## src/rtl/pixel_frame_receiver_pkg.sv

```systemverilog
// Constants and receive-state encoding shared by the rasterizer and the
// pixel frame receiver.
package gp_pkg;

    localparam int GRID         = 8;
    localparam int PIXEL_W      = 4;
    localparam int FRAME_PIXELS = GRID * GRID;

    typedef enum logic {
        IDLE = 1'b0,
        RECV = 1'b1
    } rx_state_e;

    function automatic logic [GRID-1:0] row_onehot(input logic [2:0] row);
        return 8'b0000_0001 << row;
    endfunction

endpackage

```

## src/rtl/led_row_scanner.sv

```systemverilog
// Free-running row multiplexer for the 8x8 LED matrix: 4-bit PWM per pixel,
// each row held for PWM_REPEAT full PWM periods.
module led_row_scanner
    import gp_pkg::*;
#(
    parameter int PWM_REPEAT = 1
) (
    input  logic                      clk,
    input  logic                      rst_n,
    input  logic [GRID*PIXEL_W-1:0]   row_pix_i,
    output logic [2:0]                row_idx_o,
    output logic [GRID-1:0]           row_sel_o,
    output logic [GRID-1:0]           col_data_o
);

    logic [3:0]      pwm_cnt_q, pwm_cnt_d;
    logic [3:0]      rep_cnt_q, rep_cnt_d;
    logic [2:0]      row_idx_q, row_idx_d;
    logic [GRID-1:0] row_sel_q, row_sel_d;
    logic [GRID-1:0] col_data_q, col_data_d;

    always_comb begin
        pwm_cnt_d  = pwm_cnt_q + 4'd1;
        rep_cnt_d  = rep_cnt_q;
        row_idx_d  = row_idx_q;
        row_sel_d  = row_onehot(row_idx_q);
        col_data_d = '0;
        if (pwm_cnt_q == 4'hF) begin
            if (rep_cnt_q == 4'(PWM_REPEAT - 1)) begin
                rep_cnt_d = 4'd0;
                row_idx_d = row_idx_q + 3'd1;
            end else begin
                rep_cnt_d = rep_cnt_q + 4'd1;
            end
        end
        // Intensity 15 stays dark only on pwm_cnt 15, intensity 0 never lights.
        for (int c = 0; c < GRID; c++) begin
            col_data_d[c] = row_pix_i[c*PIXEL_W +: PIXEL_W] > pwm_cnt_q;
        end
    end

    always_ff @(posedge clk or negedge rst_n) begin
        if (!rst_n) begin
            pwm_cnt_q  <= '0;
            rep_cnt_q  <= '0;
            row_idx_q  <= '0;
            row_sel_q  <= '0;
            col_data_q <= '0;
        end else begin
            pwm_cnt_q  <= pwm_cnt_d;
            rep_cnt_q  <= rep_cnt_d;
            row_idx_q  <= row_idx_d;
            row_sel_q  <= row_sel_d;
            col_data_q <= col_data_d;
        end
    end

    assign row_idx_o  = row_idx_q;
    assign row_sel_o  = row_sel_q;
    assign col_data_o = col_data_q;

endmodule

```

## src/rtl/pixel_frame_receiver.sv

```systemverilog
// Consumer end of the rasterizer pixel stream: rebuilds 64-pixel frames into a
// double-buffered frame store and drives the scanned 8x8 LED matrix.
module pixel_frame_receiver
    import gp_pkg::*;
#(
    parameter int PWM_REPEAT = 1
) (
    input  logic               clk,
    input  logic               rst_n,
    input  logic               frame_start,
    input  logic [PIXEL_W-1:0] pixel_data,
    output logic [GRID-1:0]    row_sel,
    output logic [GRID-1:0]    col_data,
    output logic               frame_done,
    output logic               frame_abort
);

    logic [PIXEL_W-1:0]      bank_q [2][FRAME_PIXELS];
    rx_state_e               state_q;
    logic [5:0]              wr_cnt_q;
    logic                    bank_sel_q;
    logic                    done_q;
    logic                    abort_q;
    logic                    wr_en;
    logic [2:0]              row_idx;
    logic [GRID*PIXEL_W-1:0] row_pix;

    // bank_sel_q names the display bank; the other bank takes the incoming frame.
    assign wr_en = (state_q == RECV) && !frame_start;

    always_ff @(posedge clk or negedge rst_n) begin
        if (!rst_n) begin
            state_q    <= IDLE;
            wr_cnt_q   <= '0;
            bank_sel_q <= 1'b0;
            done_q     <= 1'b0;
            abort_q    <= 1'b0;
        end else begin
            done_q  <= 1'b0;
            abort_q <= 1'b0;
            if (frame_start) begin
                abort_q  <= (state_q == RECV);
                state_q  <= RECV;
                wr_cnt_q <= '0;
            end else if (state_q == RECV) begin
                wr_cnt_q <= wr_cnt_q + 6'd1;
                if (wr_cnt_q == 6'(FRAME_PIXELS - 1)) begin
                    bank_sel_q <= ~bank_sel_q;
                    done_q     <= 1'b1;
                    state_q    <= IDLE;
                end
            end
        end
    end

    always_ff @(posedge clk or negedge rst_n) begin
        if (!rst_n) begin
            for (int b = 0; b < 2; b++) begin
                for (int p = 0; p < FRAME_PIXELS; p++) begin
                    bank_q[b][p] <= '0;
                end
            end
        end else if (wr_en) begin
            bank_q[~bank_sel_q][wr_cnt_q] <= pixel_data;
        end
    end

    always_comb begin
        row_pix = '0;
        for (int c = 0; c < GRID; c++) begin
            row_pix[c*PIXEL_W +: PIXEL_W] = bank_q[bank_sel_q][{row_idx, 3'(c)}];
        end
    end

    led_row_scanner #(
        .PWM_REPEAT (PWM_REPEAT)
    ) u_scanner (
        .clk        (clk),
        .rst_n      (rst_n),
        .row_pix_i  (row_pix),
        .row_idx_o  (row_idx),
        .row_sel_o  (row_sel),
        .col_data_o (col_data)
    );

    assign frame_done  = done_q;
    assign frame_abort = abort_q;

endmodule

```

## config.mk

```make
export PLATFORM = sky130hd
export DESIGN_NAME = pixel_frame_receiver
export DESIGN_NICKNAME = d
export VERILOG_FILES = /design/src/rtl/pixel_frame_receiver_pkg.sv /design/src/rtl/led_row_scanner.sv /design/src/rtl/pixel_frame_receiver.sv
export SDC_FILE = /design/constraint.sdc
export NUM_CORES = 1
export LEC_CHECK = 0
export CAP_MARGIN = 5
export CORE_ASPECT_RATIO = 0.8
export CORE_UTILIZATION = 63
export CTS_CLUSTER_SIZE = 10
export DETAILED_ROUTE_END_ITERATION = 8
export GPL_ROUTABILITY_DRIVEN = 0
export GPL_TIMING_DRIVEN = 1
export HOLD_SLACK_MARGIN = 0.08
export PLACE_DENSITY = 0.8
export SLEW_MARGIN = 20
export SYNTH_ARGS = -nofsm -noshare
export SYNTH_HDL_FRONTEND = slang
export SYNTH_HIERARCHICAL = 1
export SYNTH_SLANG_ARGS = --single-unit
```

## constraint.sdc

```tcl
create_clock -name clk -period 3.4 [get_ports clk]
set_input_delay 1.02 -clock clk [delete_from_list [all_inputs] [get_ports clk]]
set_output_delay 1.02 -clock clk [all_outputs]
set_load 0.005 [all_outputs]
```

# == Word level (Yosys, flattened, before mapping) ==
# Cells that the tools add are included.
# word_totals
reg_bits,549
in_bits,7
out_inout_bits,18
word_cells,229
# classes
addsub,4
magnitude_cmp,21
eq_ne,2
shifts,1
n_mux,42
n_bitwise,13
reduce_logical,8
# ops
cell,count
$mux 256,4
$bwmux 512,1
$demux 256 s1,1
$bmux 4 s6,8
$mux 4,18
$ge 7x7->1 const B,9
$not 6->7,9
$gt 4x4->1,8
$demux 4 s6,1
$mux 6,2
$add 4x1->4 const B,2
$shl 1x3->8 const A,1
$lt 7x1->1 const B,1
$mux 1,7
$add 6x1->6 const B,1
$eq 6x6->1 const B,1
$eq 4x4->1 const B,1
$ge 2x2->1 const B,2
$logic_not 4->1,1
$not 1->2,2
$add 3x1->3 const B,1
$logic_and 1x1->1,3
$reduce_and 3->1,1
$lt 2x1->1 const B,1
other kinds (4),5

# == Longest topological paths before layout ==
# Gate-level depths: netlist of run 1.
# depth
ltp_word,8
ltp_mapped,11
mapped_depth_nobuf,8

# == By module ==
# The synthesis of run 1 kept the hierarchy.
# modules_own_cells
mod,instances,cells_each,area_per_inst_um2
pixel_frame_receiver,1,1603,24365.9
led_row_scanner,1,155,1692.9

# == Worst setup path after synthesis of run 1 ==
# No wires, ideal clock.
# synth_timing
kind,register to register
startpoint,register bank_sel_q
endpoint,"register u_scanner.col_data_q[6], in the netlist u_scanner/col_data_o[6]"
setup_ps,127
arrival_ps,2474
required_ps,3273
setup_slack_ps,799
stages_incl_launch_ff,11
synth_period_minus_slack_ps,2601
cell_sequence,dfrtp_1 buf_2 buf_2 buf_2 mux4_2 a22oi_1 nand2_1 ha_1 nor2b_1 o211ai_1 a21oi_1
# synth_between
elab_chain_len,8
# synth_rtl
item,line_no,rtl
"start, declared",pixel_frame_receiver.sv:21,logic bank_sel_q;
"start signal, assigned",pixel_frame_receiver.sv:48,bank_sel_q <= ~bank_sel_q;
$not 1->2 (implied by the code),pixel_frame_receiver.sv:71,"row_pix[c*PIXEL_W +: PIXEL_W] = bank_q[bank_sel_q][{row_idx, 3'(c)}];"
$mux 256 (implied by the code) (3 in series),pixel_frame_receiver.sv:71,
$bmux 4 s6,pixel_frame_receiver.sv:71,
$mux 4 (implied by the code) (2 in series),pixel_frame_receiver.sv:71,
named net row_pix[25],pixel_frame_receiver.sv:26,logic [GRID*PIXEL_W-1:0] row_pix;
$gt 4x4->1,led_row_scanner.sv:38,col_data_d[c] = row_pix_i[c*PIXEL_W +: PIXEL_W] > pwm_cnt_q;
named net u_scanner.col_data_d[6],led_row_scanner.sv:20,"logic [GRID-1:0] col_data_q, col_data_d;"
"end signal, assigned",led_row_scanner.sv:54,col_data_q <= col_data_d;
"end, declared",led_row_scanner.sv:20,
# The timed path passes the listed nets, and every way through them passes these cells. The select of a mux whose other input is x is not followed.
# A chain may end at the register's enable or synchronous reset.

# == Worst setup path in the final report of run 1 ==
# layout_timing
startpoint,register bank_sel_q
endpoint,"register u_scanner.col_data_q[5], in the netlist u_scanner/col_data_o[5]"
# The elaborated chain is that of the path after synthesis.

==> metrics.md, run 1 <==
| Metric | Value |
|---|---|
| Max Used Layer | met4 |
| P&R area growth vs syn | 11.2% |
| Root Buffer | clkbuf_16 |
| Die Span X | 229 µm |
| Synth Register Bits | 549 |
| Largest net degree at the start of global routing | 89 |
| Cell Count Post-Placement | 2269 |
| Pre-CTS setup slack | 0.294 ns |
| Htree depth | 2 |
| Clk pin slew, worst setup/hold paths | 0.06 ns |
| CTS Buffer Depth | 3 |
| Area contributors post-synth | dfrtp_1 53%, mux2_2 22%, mux4_2 11%, ha_1 2.0%, a22oi_1 1.8% |
| Pins Over Slew Limit | 0 |
| Drt initial violations | 1367 |
| RSZ-0062 raised after global routing | false |
| CTS tree | done |
| Initial cell density of the core | 64.0% |
| Row cnt | 66 |
| Crit path time final | 3.08 ns |
| Ys flop type | dfrtp_1 |
| Crit path kind | reg2reg |
| Max FO, Critical Path | 31 |
| Tightest Hold Check Type | in2async |
| Via Count | 15600 |
| Post-synthesis sequential area ratio | 52.7% |
| Startpoint types | flop |
| Least-Margin Pin Slew | 0.905 ns |
| Final Cycle Share | 90.5% |
| CP arrival | 3.55 ns |
| DR pass1 iterations | 5 |
| DIE HEIGHT | 184 µm |
| Worst Skew | 0.0173 ns |
| Net count, final | 1837 |
| Initial antenna violation count | 0 |
| Total GRT Usage | 31.2% |
| Fmax | 0.325 GHz |
| Top cell type's share of synthesized area | 52.7% |
| Hold violation count in the final report | 0 |
| Final setup viols | 0 |
| Static leakage | 14.0 nW |
| CP required | 3.87 ns |
| Top cells by count, synth | 549 x dfrtp_1, 505 x mux2_2, 128 x mux4_2 |
| Total Routed Length | 62700 µm |
| Synth cell types | 53 |
| Count leader, synth | dfrtp_1 |
| # diodes | 0 |
| DR WL/cell | 26.8 µm |
| Pwr Total | 13.4 mW |
| Met2 WL | 29800 µm |
| MaxCap Viol Count | 0 |
| Antenna Violating Nets Remaining | 0 |
| Post-CTS Hold Fix Bufs | 0 |
| Worst-Skew Late Latency | 0.60 ns |
| Post-Syn Nets | 1807 |
| # IOs | 25 |
| Post-route setup slack | 0.322 ns |
| DR WL met3 | 3900 µm |
| P per Cell Area | 461 nW/µm² |
| Vias in the first global route | 16800 |
| Detailed Place HPWL | 39600 µm |
| Final Non-Filler Cells | 2338 |
| Mapped Cells | 1758 |
| Async S/R FF share, synth | 100% |
| Peak VDD IR | 433 µV |
| Layout cells sized above 1 | 46.9% |
| Met1 WL | 26900 µm |
| Die area | 42200 µm² |
| CTS Buf Count | 61 |
| GRT overflow | 0 |
| First-pass GRT wire length | 100000 µm |
| Fillcell total | 2633 |
| Syn avg cell area | 14.8 µm² |
| Number of synthesized flops with an enable pin | 0 |
| Setup TNS | 0 ns |
| Placeable Area | 40700 µm² |
| Clock Sinks | 549 |
| Synth warn | 6 |
| Status | finished, final reports clean |
| Count of cells resized by post-cts repair | 0 |
| # DRC | 0 |
| Crit. End Element | flop |
| Leading area contributor after synthesis | dfrtp_1 |
| Vias per inst | 6.69 |
| Port buffer count | 24 |
| Post-Syn Area | 26100 µm² |
| Post-CTS setup buffers | 0 |
| Slew HR | 39.7% |
-- report_power, final --
group | total [mW] | switching, mW | leakage (nW) | internal, mW
Clock | 5.66 | 2.44 | 0.787 | 3.22
Combinational | 0.797 | 0.449 | 5.60 | 0.348
Sequential | 6.90 | 0.145 | 7.56 | 6.76
-- registers in the layout (all words and copies together), names as in the netlist, 3 cells and up --
| signal | cells |
|---|---|
| bank_q | 512 |
| u_scanner/col_data_o | 8 |
| u_scanner/pwm_cnt_q | 4 |
| u_scanner/rep_cnt_q | 4 |
| u_scanner/row_idx_o | 3 |
| u_scanner/row_sel_o | 8 |
| wr_cnt_q | 6 |
-- worst max-delay path, stage by stage, from the launching register on --
cell and delay (ns):
dfrtp_4 0.90, buf_12 0.31, mux4_2 0.52, a22oi_1 0.26
nand2_1 0.11, ha_1 0.34, nand4_1 0.10, o21ai_0 0.09
a21oi_1 0.29
-- cells by family (layout without fill, tap and decap cells) --
group	Yosys count	in the layout	synth area share [%]
AOI/OAI and AO/OA	94	94	2.46
xor gates and xnor gates	9	9	0.302
adders and majority gates	42	42	2.02
buffers and inverters	163	199	2.55
DFF	549	549	52.7
muxes	644	644	33.4
and+or+nand+nor	257	257	6.58
-- layout make-up --
cell class / count / area, µm² / share of cell area (%)
clock inverter: 2 / 25.0 / 0.0864
timing repair buffer: 111 / 1160 / 4.02
multi-input combinational: 1046 / 11700 / 40.4
tap: 544 / 681 / 2.35
inverter: 19 / 71.3 / 0.246
clock buffer: 67 / 1580 / 5.46
sequential: 549 / 13700 / 47.5
-- layer usage --
layer	global-route usage, %	vias to the layer above
li1	-	6615
met3	5.38	132
met5	0	-
met1	44.0	8379
met2	49.7	505
met4	10.5	0
-- through the flow --
| step | area [µm²] | hold WS [ns] | util [%] |
|---|---|---|---|
| finish | 29000 | 0.387 | 71.2 |
| global route | 29000 | 0.422 | 71.2 |
| CTS | 29000 | 0.389 | 71.2 |
| detailed placement | 27400 | 0.480 | 67.2 |
| global placement | 27400 | 0.471 | 67.2 |
| floorplan | 26100 | 0.459 | - |
-- path summary, 6_finish.rpt --
kind | startpoint | end | slack (ns) | cells after the start
max | bank_sel_q | u_scanner/col_data_o[5] | 0.32 | 8
min | rst_n | bank_q[101] | 0.39 | 1
max reg2reg | bank_sel_q | u_scanner/col_data_o[5] | 0.32 | 8
min reg2reg | bank_q[472] | bank_q[472] | 0.49 | 1
max in group asynchronous | rst_n | bank_q[83] | 2.00 | 3
min in group clk | bank_q[472] | bank_q[472] | 0.49 | 1
-- cell usage in the layout (no fill, tap or decap), types with 12 or more instances in the layout --
cell type,Yosys,final
a21oi_1,12,12
a22oi_1,64,64
buf_12,0,22
buf_4,1,69
clkbuf_16,0,62
clkdlybuf4s50_1,0,19
dfrtp_1,549,547
ha_1,42,42
inv_1,19,19
mux2_2,505,505
mux4_2,128,128
nand2_1,36,36
nand3_1,77,77
nand4_1,12,12
nor2_1,14,13
nor2b_1,17,15
nor3_2,20,20
o21ai_0,14,14
No activity file was read; power rests on OpenSTA's default activity.
==> run 2: changes to the inputs <==
- CORE_MARGIN: default -> 1.5
==> run 2 against run 1 <==
  * Via count increased by 0.56%
  * Fmax increased by 6.6%
  * Critical endpoint unchanged
  * Register-to-register slack gained 0.19 ns
  * Die area rose by 0.98%
  * Critical path depth is the same
  * Final area about the same
==> metrics.md, run 2 (synthesis results as in run 1) <==
| Metric | Value |
|---|---|
| Status | finished, final reports clean |
| Root Buffer | clkbuf_16 |
| Pins Over Slew Limit | 0 (unchanged) |
| Setup TNS | 0 ns (unchanged) |
| Net count, final | 1837 (unchanged) |
| Cell Count Post-Placement | 2270 (+0.044%) |
| Final Non-Filler Cells | 2338 (unchanged) |
| # IOs | 25 (unchanged) |
| Max FO, Critical Path | 34 (+9.7%) |
| Finished Core Util | 71.1% (about the same) |
| Detailed Place HPWL | 40300 µm (+1.7%) |
| Pre-CTS setup slack | 0.179 ns (-0.116 ns) |
| First-pass GRT wire length | 99100 µm (-0.92%) |
| # DRC | 0 (unchanged) |
| Clock Sinks | 549 (unchanged) |
| Crit path capture | u_scanner/col_data_o[5] |
| Crit. End Element | flop |
| Final std cell area, no fill | 28900 µm² (about the same) |
| Post-CTS setup buffers | 0 (unchanged) |
| Count of cells resized by post-cts repair | 0 (unchanged) |
| Initial cell density of the core | 64.0% (unchanged) |
| Vias per inst | 6.72 (+0.56%) |
| Reg with most FFs | bank_q |
| R2R setup slack | 0.51 ns (+0.19 ns) |
| Placeable Area | 40700 µm² (unchanged) |
| R2R depth | 8 (unchanged) |
| Most common cell after layout, fill and taps aside | dfrtp_1 |
| Worst Setup SP | bank_sel_q |
| Final Cycle Share | 84.9% (-5.6 points) |
| Die Span X | 230 µm (+0.44%) |
| CTS Buf Count | 60 (-1.6%) |
| Initial antenna violation count | 0 (unchanged) |
| DR WL/cell | 26.8 µm (about the same) |
| Antenna Violating Nets Remaining | 0 (unchanged) |
| Via Count | 15700 (+0.56%) |
| P&R area growth vs syn | 11.1% (about the same) |
| Worst hold margin | 0.427 ns (+0.0392 ns) |
| Port buffer count | 24 (unchanged) |
| GRT overflow | 0 (unchanged) |
| Reg2reg end | u_scanner/col_data_o[5] |
| DR pass1 iterations | 5 (unchanged) |
| CP arrival | 3.34 ns (-0.21 ns) |
| CTS tree | done |
| Area post-placement | 27400 µm² (about the same) |
| CTS Buffer Depth | 3 (unchanged) |
| Layout cells sized above 1 | 46.9% (about the same) |
| Final setup viols | 0 (unchanged) |
| MaxCap Viol Count | 0 (unchanged) |
| Total GRT Usage | 30.7% (-0.51 points) |
| Worst-Skew Late Latency | 0.61 ns (about the same) |
| RSZ-0062 raised after global routing | false |
| Static leakage | 13.9 nW (-0.11%) |
| Post-CTS Hold Fix Bufs | 0 (unchanged) |
| Startpoint types | flop |
| Clk pin slew, worst setup/hold paths | 0.06 ns (about the same) |
| P per Cell Area | 458 nW/µm² (-0.60%) |
| Tightest Hold Check Type | in2async |
| Crit path kind | reg2reg |
| Worst Skew | 0.0232 ns (+0.00588 ns) |
| Row cnt | 66 (unchanged) |
| Slew HR | 30.6% (-9.1 points) |
| Hold violation count in the final report | 0 (unchanged) |
| CP required | 3.85 ns (-0.02 ns) |
| Fmax | 0.346 GHz (+6.6%) |
| Die area | 42600 µm² (+0.98%) |
| Htree depth | 2 (unchanged) |
| Post-route setup slack | 0.513 ns (+0.190 ns) |
| Max reg flops | 512 (unchanged) |
| Least-Margin Pin Slew | 1.04 ns (+0.135 ns) |
| Pwr Total | 13.3 mW (-0.68%) |
| Vias in the first global route | 16700 (-0.74%) |
| Crit path time final | 2.89 ns (-0.190 ns) |
| Peak VDD IR | 457 µV (+5.5%) |
| RR Startpoint | bank_sel_q |
| Drt initial violations | 1440 (+5.3%) |
| DIE HEIGHT | 185 µm (+0.54%) |
| Most frequent cells in the layout | 547 x dfrtp_1, 505 x mux2_2, 128 x mux4_2, 77 x nand3_1, 69 x buf_4 |
| Largest net degree at the start of global routing | 84 (-5.6%) |
| Total Routed Length | 62700 µm (about the same) |
==> run 2: cell count changes in the layout (fill, tap and decap cells not counted), sizes merged <==
cell | previous run | this run
clkinv | 1 | 0
inv | 20 | 21
clkbuf | 67 | 64
diode | 0 | 2
buf | 92 | 93
==> run 2: worst max-delay path, stage by stage, from the launching register on <==
cell and delay (ns):
dfrtp_4 0.65, buf_12 0.33, mux4_2 0.56, a22oi_1 0.19, nand2_1 0.09, ha_1 0.31, nor2b_1 0.15, o21ai_0 0.23
a21oi_1 0.17
==> run 2: routing by layer <==
metal	up-vias	GRT usage, %	part of all wire [%]	routed length (µm)
met3	107	6.68	7.6	4750
met4	0	9.54	2.5	1540
met5	-	0	0	0
met1	8394	43.3	43	26800
li1	6626	-	-	-
met2	591	48.2	47	29600
==> run 2: worst min-delay path by stage <==
| stage | start | end | depth (start not counted) |
|---|---|---|---|
| after floorplan | bank_q[472] | bank_q[472] | 1 |
| after global placement | bank_q[440] | bank_q[440] | 1 |
| after detailed placement | bank_q[475] | bank_q[475] | 1 |
| after CTS | rst_n | bank_q[38] | 1 |
| after global routing | rst_n | bank_q[38] | 1 |
| final | rst_n | bank_q[38] | 1 |
==> run 2: cell type report <==
type,count,area (µm²)
flip-flops and latches,549,13700
clock inverters,2,17.5
well taps,544,681
multi-input cells,1046,11700
fillers,2565,11800
diodes,2,5.00
repair buffers,112,1180
clock buffers,64,1540
inverters,19,71.3
==> run 2: report_power, final <==
part           internal [mW]  switching, mW  leakage, nW
Combinational          0.345          0.455         5.61
Sequential              6.76          0.138         7.56
Clock                   3.13           2.44        0.764
